==> config.mk <==
export PLATFORM = sky130hd
export DESIGN_NAME = sseg_scan_ctrl
export DESIGN_NICKNAME = d
export VERILOG_FILES = /design/src/rtl/sseg_scan_ctrl_pkg.sv /design/src/rtl/sseg_hex_lut.sv /design/src/rtl/sseg_scan_ctrl.sv
export SDC_FILE = /design/constraint.sdc
export NUM_CORES = 1
export LEC_CHECK = 0
export ABC_AREA = 1
export CORE_ASPECT_RATIO = 0.5
export CORE_MARGIN = 3
export CORE_UTILIZATION = 46
export DETAILED_ROUTE_END_ITERATION = 16
export GPL_ROUTABILITY_DRIVEN = 0
export GPL_TIMING_DRIVEN = 0
export PLACE_DENSITY = 0.67
export RECOVER_POWER = 50
export REMOVE_ABC_BUFFERS = 1
export SYNTH_ARGS = -nofsm -noshare
export SYNTH_HDL_FRONTEND = slang
export SYNTH_HIERARCHICAL = 1
export SYNTH_SLANG_ARGS = --single-unit
==> constraint.sdc <==
create_clock -name clk -period 6.6 [get_ports clk]
set_input_delay 1.32 -clock clk [delete_from_list [all_inputs] [get_ports clk]]
set_output_delay 1.32 -clock clk [all_outputs]
set_load 0.01 [all_outputs]
==> src/rtl/sseg_scan_ctrl_pkg.sv <==
// Shared definitions for the seven-segment scan controller: scan state,
// debug view and the active-low segment glyphs ({g,f,e,d,c,b,a}).
package sseg_scan_ctrl_pkg;

  typedef enum logic {
    S_BLANK = 1'b0,
    S_ON    = 1'b1
  } scan_state_t;

  typedef struct packed {
    scan_state_t state;
    logic [1:0]  idx;
    logic        pend_v;
  } scan_dbg_t;

  localparam logic [6:0] SEG_0     = 7'b1000000;
  localparam logic [6:0] SEG_1     = 7'b1111001;
  localparam logic [6:0] SEG_2     = 7'b0100100;
  localparam logic [6:0] SEG_3     = 7'b0110000;
  localparam logic [6:0] SEG_4     = 7'b0011001;
  localparam logic [6:0] SEG_5     = 7'b0010010;
  localparam logic [6:0] SEG_6     = 7'b0000010;
  localparam logic [6:0] SEG_7     = 7'b1111000;
  localparam logic [6:0] SEG_8     = 7'b0000000;
  localparam logic [6:0] SEG_9     = 7'b0010000;
  localparam logic [6:0] SEG_A     = 7'b0001000;
  localparam logic [6:0] SEG_B     = 7'b0000011;
  localparam logic [6:0] SEG_C     = 7'b1000110;
  localparam logic [6:0] SEG_D     = 7'b0100001;
  localparam logic [6:0] SEG_E     = 7'b0000110;
  localparam logic [6:0] SEG_F     = 7'b0001110;
  localparam logic [6:0] SEG_BLANK = 7'b1111111;

endpackage

==> src/rtl/sseg_hex_lut.sv <==
// Combinational hex nibble to active-low seven-segment glyph decoder.
module sseg_hex_lut
  import sseg_scan_ctrl_pkg::*;
(
  input  logic [3:0] nib,
  output logic [6:0] seg
);

  always_comb begin
    seg = SEG_BLANK;
    case (nib)
      4'h0: seg = SEG_0;
      4'h1: seg = SEG_1;
      4'h2: seg = SEG_2;
      4'h3: seg = SEG_3;
      4'h4: seg = SEG_4;
      4'h5: seg = SEG_5;
      4'h6: seg = SEG_6;
      4'h7: seg = SEG_7;
      4'h8: seg = SEG_8;
      4'h9: seg = SEG_9;
      4'hA: seg = SEG_A;
      4'hB: seg = SEG_B;
      4'hC: seg = SEG_C;
      4'hD: seg = SEG_D;
      4'hE: seg = SEG_E;
      4'hF: seg = SEG_F;
      default: seg = SEG_BLANK;
    endcase
  end

endmodule

==> src/rtl/sseg_scan_ctrl.sv <==
// Four-digit common-anode display scanner with blank phases, leading-zero
// blanking and frame-synchronous value update (no torn frames).
module sseg_scan_ctrl
  import sseg_scan_ctrl_pkg::*;
#(
  parameter int DIGIT_CYCLES = 100000,
  parameter int BLANK_CYCLES = 1000
) (
  input  logic        clk,
  input  logic        rst_n,
  input  logic [15:0] value,
  input  logic [3:0]  dp_in,
  input  logic        blank_lz,
  input  logic        load,
  output logic        load_ack,
  output logic        frame_done,
  output logic [3:0]  an,
  output logic [6:0]  seg,
  output logic        dp,
  output scan_dbg_t   dbg
);

  localparam int CNT_MAX = (DIGIT_CYCLES > BLANK_CYCLES) ? DIGIT_CYCLES : BLANK_CYCLES;
  localparam int CW = $clog2(CNT_MAX + 1);
  localparam logic [CW-1:0] DIG_LAST = CW'(DIGIT_CYCLES - 1);
  localparam logic [CW-1:0] BLK_LAST = CW'((BLANK_CYCLES > 0) ? BLANK_CYCLES - 1 : 0);
  localparam scan_state_t AFTER_ON = (BLANK_CYCLES == 0) ? S_ON : S_BLANK;

  scan_state_t state, state_nx;
  logic [1:0]    idx, idx_nx;
  logic [CW-1:0] cnt, cnt_nx;
  logic          boundary;
  logic [15:0]   disp, pending;
  logic          pend_v;
  logic [3:0]    nib;
  logic [6:0]    glyph;
  logic          lz;

  always_comb begin
    state_nx = state;
    idx_nx   = idx;
    cnt_nx   = cnt + 1'b1;
    boundary = 1'b0;
    case (state)
      S_BLANK: begin
        if (BLANK_CYCLES == 0 || cnt == BLK_LAST) begin
          state_nx = S_ON;
          cnt_nx   = '0;
        end
      end
      S_ON: begin
        if (cnt == DIG_LAST) begin
          state_nx = AFTER_ON;
          idx_nx   = idx + 2'd1;
          cnt_nx   = '0;
          boundary = (idx == 2'd3);
        end
      end
      default: state_nx = S_BLANK;
    endcase
  end

  // A digit is blanked when it and every more-significant nibble are zero.
  always_comb begin
    nib = disp[4*idx +: 4];
    lz  = 1'b0;
    case (idx)
      2'd1: lz = (disp[15:4] == 12'h000);
      2'd2: lz = (disp[15:8] == 8'h00);
      2'd3: lz = (disp[15:12] == 4'h0);
      default: lz = 1'b0;
    endcase
  end

  sseg_hex_lut u_lut (
    .nib (nib),
    .seg (glyph)
  );

  always_ff @(posedge clk) begin
    if (!rst_n) begin
      state      <= S_BLANK;
      idx        <= 2'd0;
      cnt        <= '0;
      disp       <= 16'h0000;
      pending    <= 16'h0000;
      pend_v     <= 1'b0;
      an         <= 4'hF;
      seg        <= SEG_BLANK;
      dp         <= 1'b1;
      load_ack   <= 1'b0;
      frame_done <= 1'b0;
    end else begin
      state <= state_nx;
      idx   <= idx_nx;
      cnt   <= cnt_nx;
      if (boundary && pend_v) begin
        disp   <= pending;
        pend_v <= 1'b0;
      end
      // A load coinciding with the boundary wins over the clear above.
      if (load) begin
        pending <= value;
        pend_v  <= 1'b1;
      end
      if (state == S_ON) begin
        an  <= ~(4'b0001 << idx);
        seg <= (blank_lz && lz) ? SEG_BLANK : glyph;
        dp  <= ~dp_in[idx];
      end else begin
        an  <= 4'hF;
        seg <= SEG_BLANK;
        dp  <= 1'b1;
      end
      load_ack   <= boundary && pend_v;
      frame_done <= boundary;
    end
  end

  assign dbg = '{state: state, idx: idx, pend_v: pend_v};

endmodule

==> results.json <==
{
  "hold_path_class": "reg2reg",
  "endpoint_kind": "register",
  "postCtsSetupBuffers": 0,
  "clk_path_buf_depth": 2,
  "reg2regPathDepth": 10,
  "drc": 0,
  "grt_max_degree": 37,
  "cts_tree": "done",
  "ant_nets": 0,
  "period_needed_ps": 3297,
  "maxCapViolCount": 0,
  "power.leakage_nw": 1.642,
  "synthFlopType": "dfxtp_1",
  "synth-seq-area-share": 0.4035,
  "report.final.slew_viol_count": 0,
  "die_w_um": 126.2,
  "path_buf_inv": 2,
  "grt_use_total": 0.1797,
  "worst_setup_path_start_kind": "input port",
  "r2r_end": "seg[3]$_SDFF_PP1_",
  "num_vias": 2841,
  "whs_endpoint": "cnt[0]$_SDFF_PN0_",
  "r2r_slack_ps": 3840,
  "pwr_density_cell_nw_per_um2": 235.2,
  "fin_util": 0.5925,
  "cts_buffers": 9,
  "setup_tns_ps": 0,
  "yosysTopAreaCell": "dfxtp_1",
  "holdCritStartpoint": "cnt[0]$_SDFF_PN0_",
  "crit_family": "buffers and inverters",
  "cp_max_fo": 36,
  "clkTransAtPathRegs_ps": 50,
  "peakVddDrop_mv": 0.1149,
  "htree_num_levels": 3,
  "clk_latency_ps": 330,
  "drive_above_1_share": 0.07739,
  "crit_required_ps": 6840,
  "clkPwrFrac": 0.520,
  "pwr-share-seq": 0.440,
  "ys_seq_elements": 67,
  "slowest_delay_ps": 1310,
  "first_global_vias": 2591,
  "start_util": 0.4866,
  "finalCritPeriodShare": 0.4995,
  "synth_top_cell_area_share": 0.4035,
  "switching_share": 0.2006,
  "dp_hpwl_mm": 4.818,
  "antenna_found_initial": 0,
  "post-synth-top-count-cell": "inv_1",
  "finClkSkew_ps": 6.609,
  "synthTopCellsByArea": "dfxtp_1 40%, inv_1 8.4%, nand2_1 8.1%",
  "finalHoldViolCount": 0,
  "ys.warnings.count": 6,
  "syn_area_per_cell_um2": 7.290,
  "grt_pass1_wl_mm": 11.85,
  "cp_slowest_cell": "dlygate4sd3_1",
  "synthCells": 456,
  "wl_per_cell_um": 11.87,
  "maxSlewHeadroom": 0.2086,
  "nNetsFinal": 523,
  "yosysUniqueCellTypes": 33,
  "status": "finished clean",
  "clock_sinks": 67,
  "area_growth_pct": 21.75,
  "io_pins": 42,
  "hold_ws_ps": 453.5,
  "p_int_mw": 0.7609,
  "tightest_slew_ps": 1183,
  "synth_commonest_cells": "74 x inv_1, 72 x nand2_1, 67 x dfxtp_1, 49 x nor2_1, 31 x a21oi_1",
  "root_buffer": "clkbuf_16",
  "design.die.area_um2": 8345,
  "crit_arrival_ps": 3540,
  "rsz0062_at_grt": "no",
  "cts_resized": 0,
  "worstHoldPathCells": 1,
  "path_class": "in2reg",
  "port_buffers": 41,
  "fmax_ghz": 0.3033,
  "fillCellCount": 639,
  "coreArea_um2": 6832,
  "drt_iter0_drc": 203,
  "power_frac_comb": 0.040,
  "reg2reg_from": "idx[0]$_SDFFE_PN0P_",
  "rows": 21,
  "antenna_cells": 0,
  "overflow": 0,
  "synth_edf_count": 0,
  "synth_async_sr_flop_share": 0,
  "switchingPower_mw": 0.1910,
  "routed_via_density": 4.873,
  "holdBufCountCts": 0,
  "syn_area_um2": 3324,
  "wl_mm": 6.923,
  "finalSetupViolations": 0,
  "drt_first_pass_iters": 4,
  "crit_chain": "dlygate4sd3_1, clkinv_1, nor3b_1",
  "die_h_um": 66.12
}
metrics by stage:
stage	worst slack (ps)	instances	power (mW)	cell area [µm²]
5_1_grt	2948	583	0.9906	4048
3_5_place_dp	2879	567	0.4668	3739
2_1_floorplan	4368	434	0.4437	3213
3_3_place_gp	2905	567	0.4657	3739
4_1_cts	3233	583	0.9637	4048
6_report	3303	583	0.9519	4048
power groups by stage:
stage | Combinational (mW) | Clock [mW] | Sequential [mW]
6_report | 0.0384 | 0.495 | 0.419
5_1_grt | 0.0434 | 0.528 | 0.420
4_1_cts | 0.0394 | 0.506 | 0.419
3_5_place_dp | 0.0394 | 0 | 0.427
3_3_place_gp | 0.0386 | 0 | 0.427
2_1_floorplan | 0.0175 | 0 | 0.426
kinds of logic after synthesis:
family,after synthesis,synth area share
XOR/XNOR,9,0.02371
flip-flops,67,0.4035
adder cells (fa/ha/maj),13,0.04893
AO/OA/AOI/OAI,65,0.1009
buffers and inverters,100,0.1216
AND/OR/NAND/NOR,202,0.3015
state kept, by name (all words and copies together) (netlist names):
| signal | cells |
|---|---|
| disp | 16 |
| pending | 16 |
| idx | 2 |
| cnt | 17 |
| dp | 1 |
| an | 4 |
| pend_v | 1 |
| state | 1 |
| load_ack | 1 |
| frame_done | 1 |
| seg | 7 |
area by class of cell:
class,count,area (µm²),share of cell area
Clock buffer,10,229.0,0.05657
Tap cell,92,115.1,0.02844
Clock inverter,6,80.08,0.01978
Timing Repair Buffer,41,410.4,0.1014
Multi-Input combinational cell,289,1579,0.3901
Sequential cell,67,1341,0.3314
Inverter,78,292.8,0.07233
cell usage in the layout, fill, tap and decap left out, types with 2 or more instances in the layout:
master,netlist,layout
nand3_1,21,21
a21oi_1,31,31
o22ai_1,2,2
inv_2,3,3
o21ai_0,27,27
nor4_1,2,2
nor2_1,49,49
nor2_4,2,2
bufinv_16,0,2
nand4_1,24,24
dlygate4sd3_1,0,17
o21ai_1,2,2
nor3_1,5,5
clkbuf_16,0,9
nand2_2,10,10
inv_1,74,74
nor3_2,3,3
nor3b_1,3,3
nand2_1,72,72
clkdlybuf4s50_1,0,24
xor2_1,8,8
nand3_4,2,2
clkinv_2,0,4
dfxtp_1,67,67
nand3b_1,7,7
ha_1,13,13
worst reg2reg max path: cells and delay by family, from the launching register on:
kind,cells,cell delay (ps)
AOI/OAI and AO/OA,3,1030
buffers and inverters,2,590
DFF,1,550
and+or+nand+nor,5,460
per-layer routing:
metal | vias to the layer above | GRT usage | wire, µm
li1 | 1513 | - | -
met1 | 1268 | 0.2228 | 3424
met2 | 53 | 0.2903 | 3041
met3 | 7 | 0.06774 | 402
met4 | 0 | 0.06150 | 56
met5 | - | 0 | 0
how the worst max path moves through the flow:
stage | from | end | slack [ps] | cells after the start
global placement | rst_n | cnt[7]$_SDFF_PN0_ | 2910 | 3
detailed placement | rst_n | cnt[7]$_SDFF_PN0_ | 2880 | 3
finish | rst_n | cnt[4]$_SDFF_PN0_ | 3300 | 3
floorplan | idx[0]$_SDFFE_PN0P_ | seg[3]$_SDFF_PP1_ | 4370 | 10
CTS | rst_n | cnt[7]$_SDFF_PN0_ | 3230 | 3
global route | rst_n | cnt[8]$_SDFF_PN0_ | 2950 | 3
Note: power is estimated with default switching activity, not from simulation.
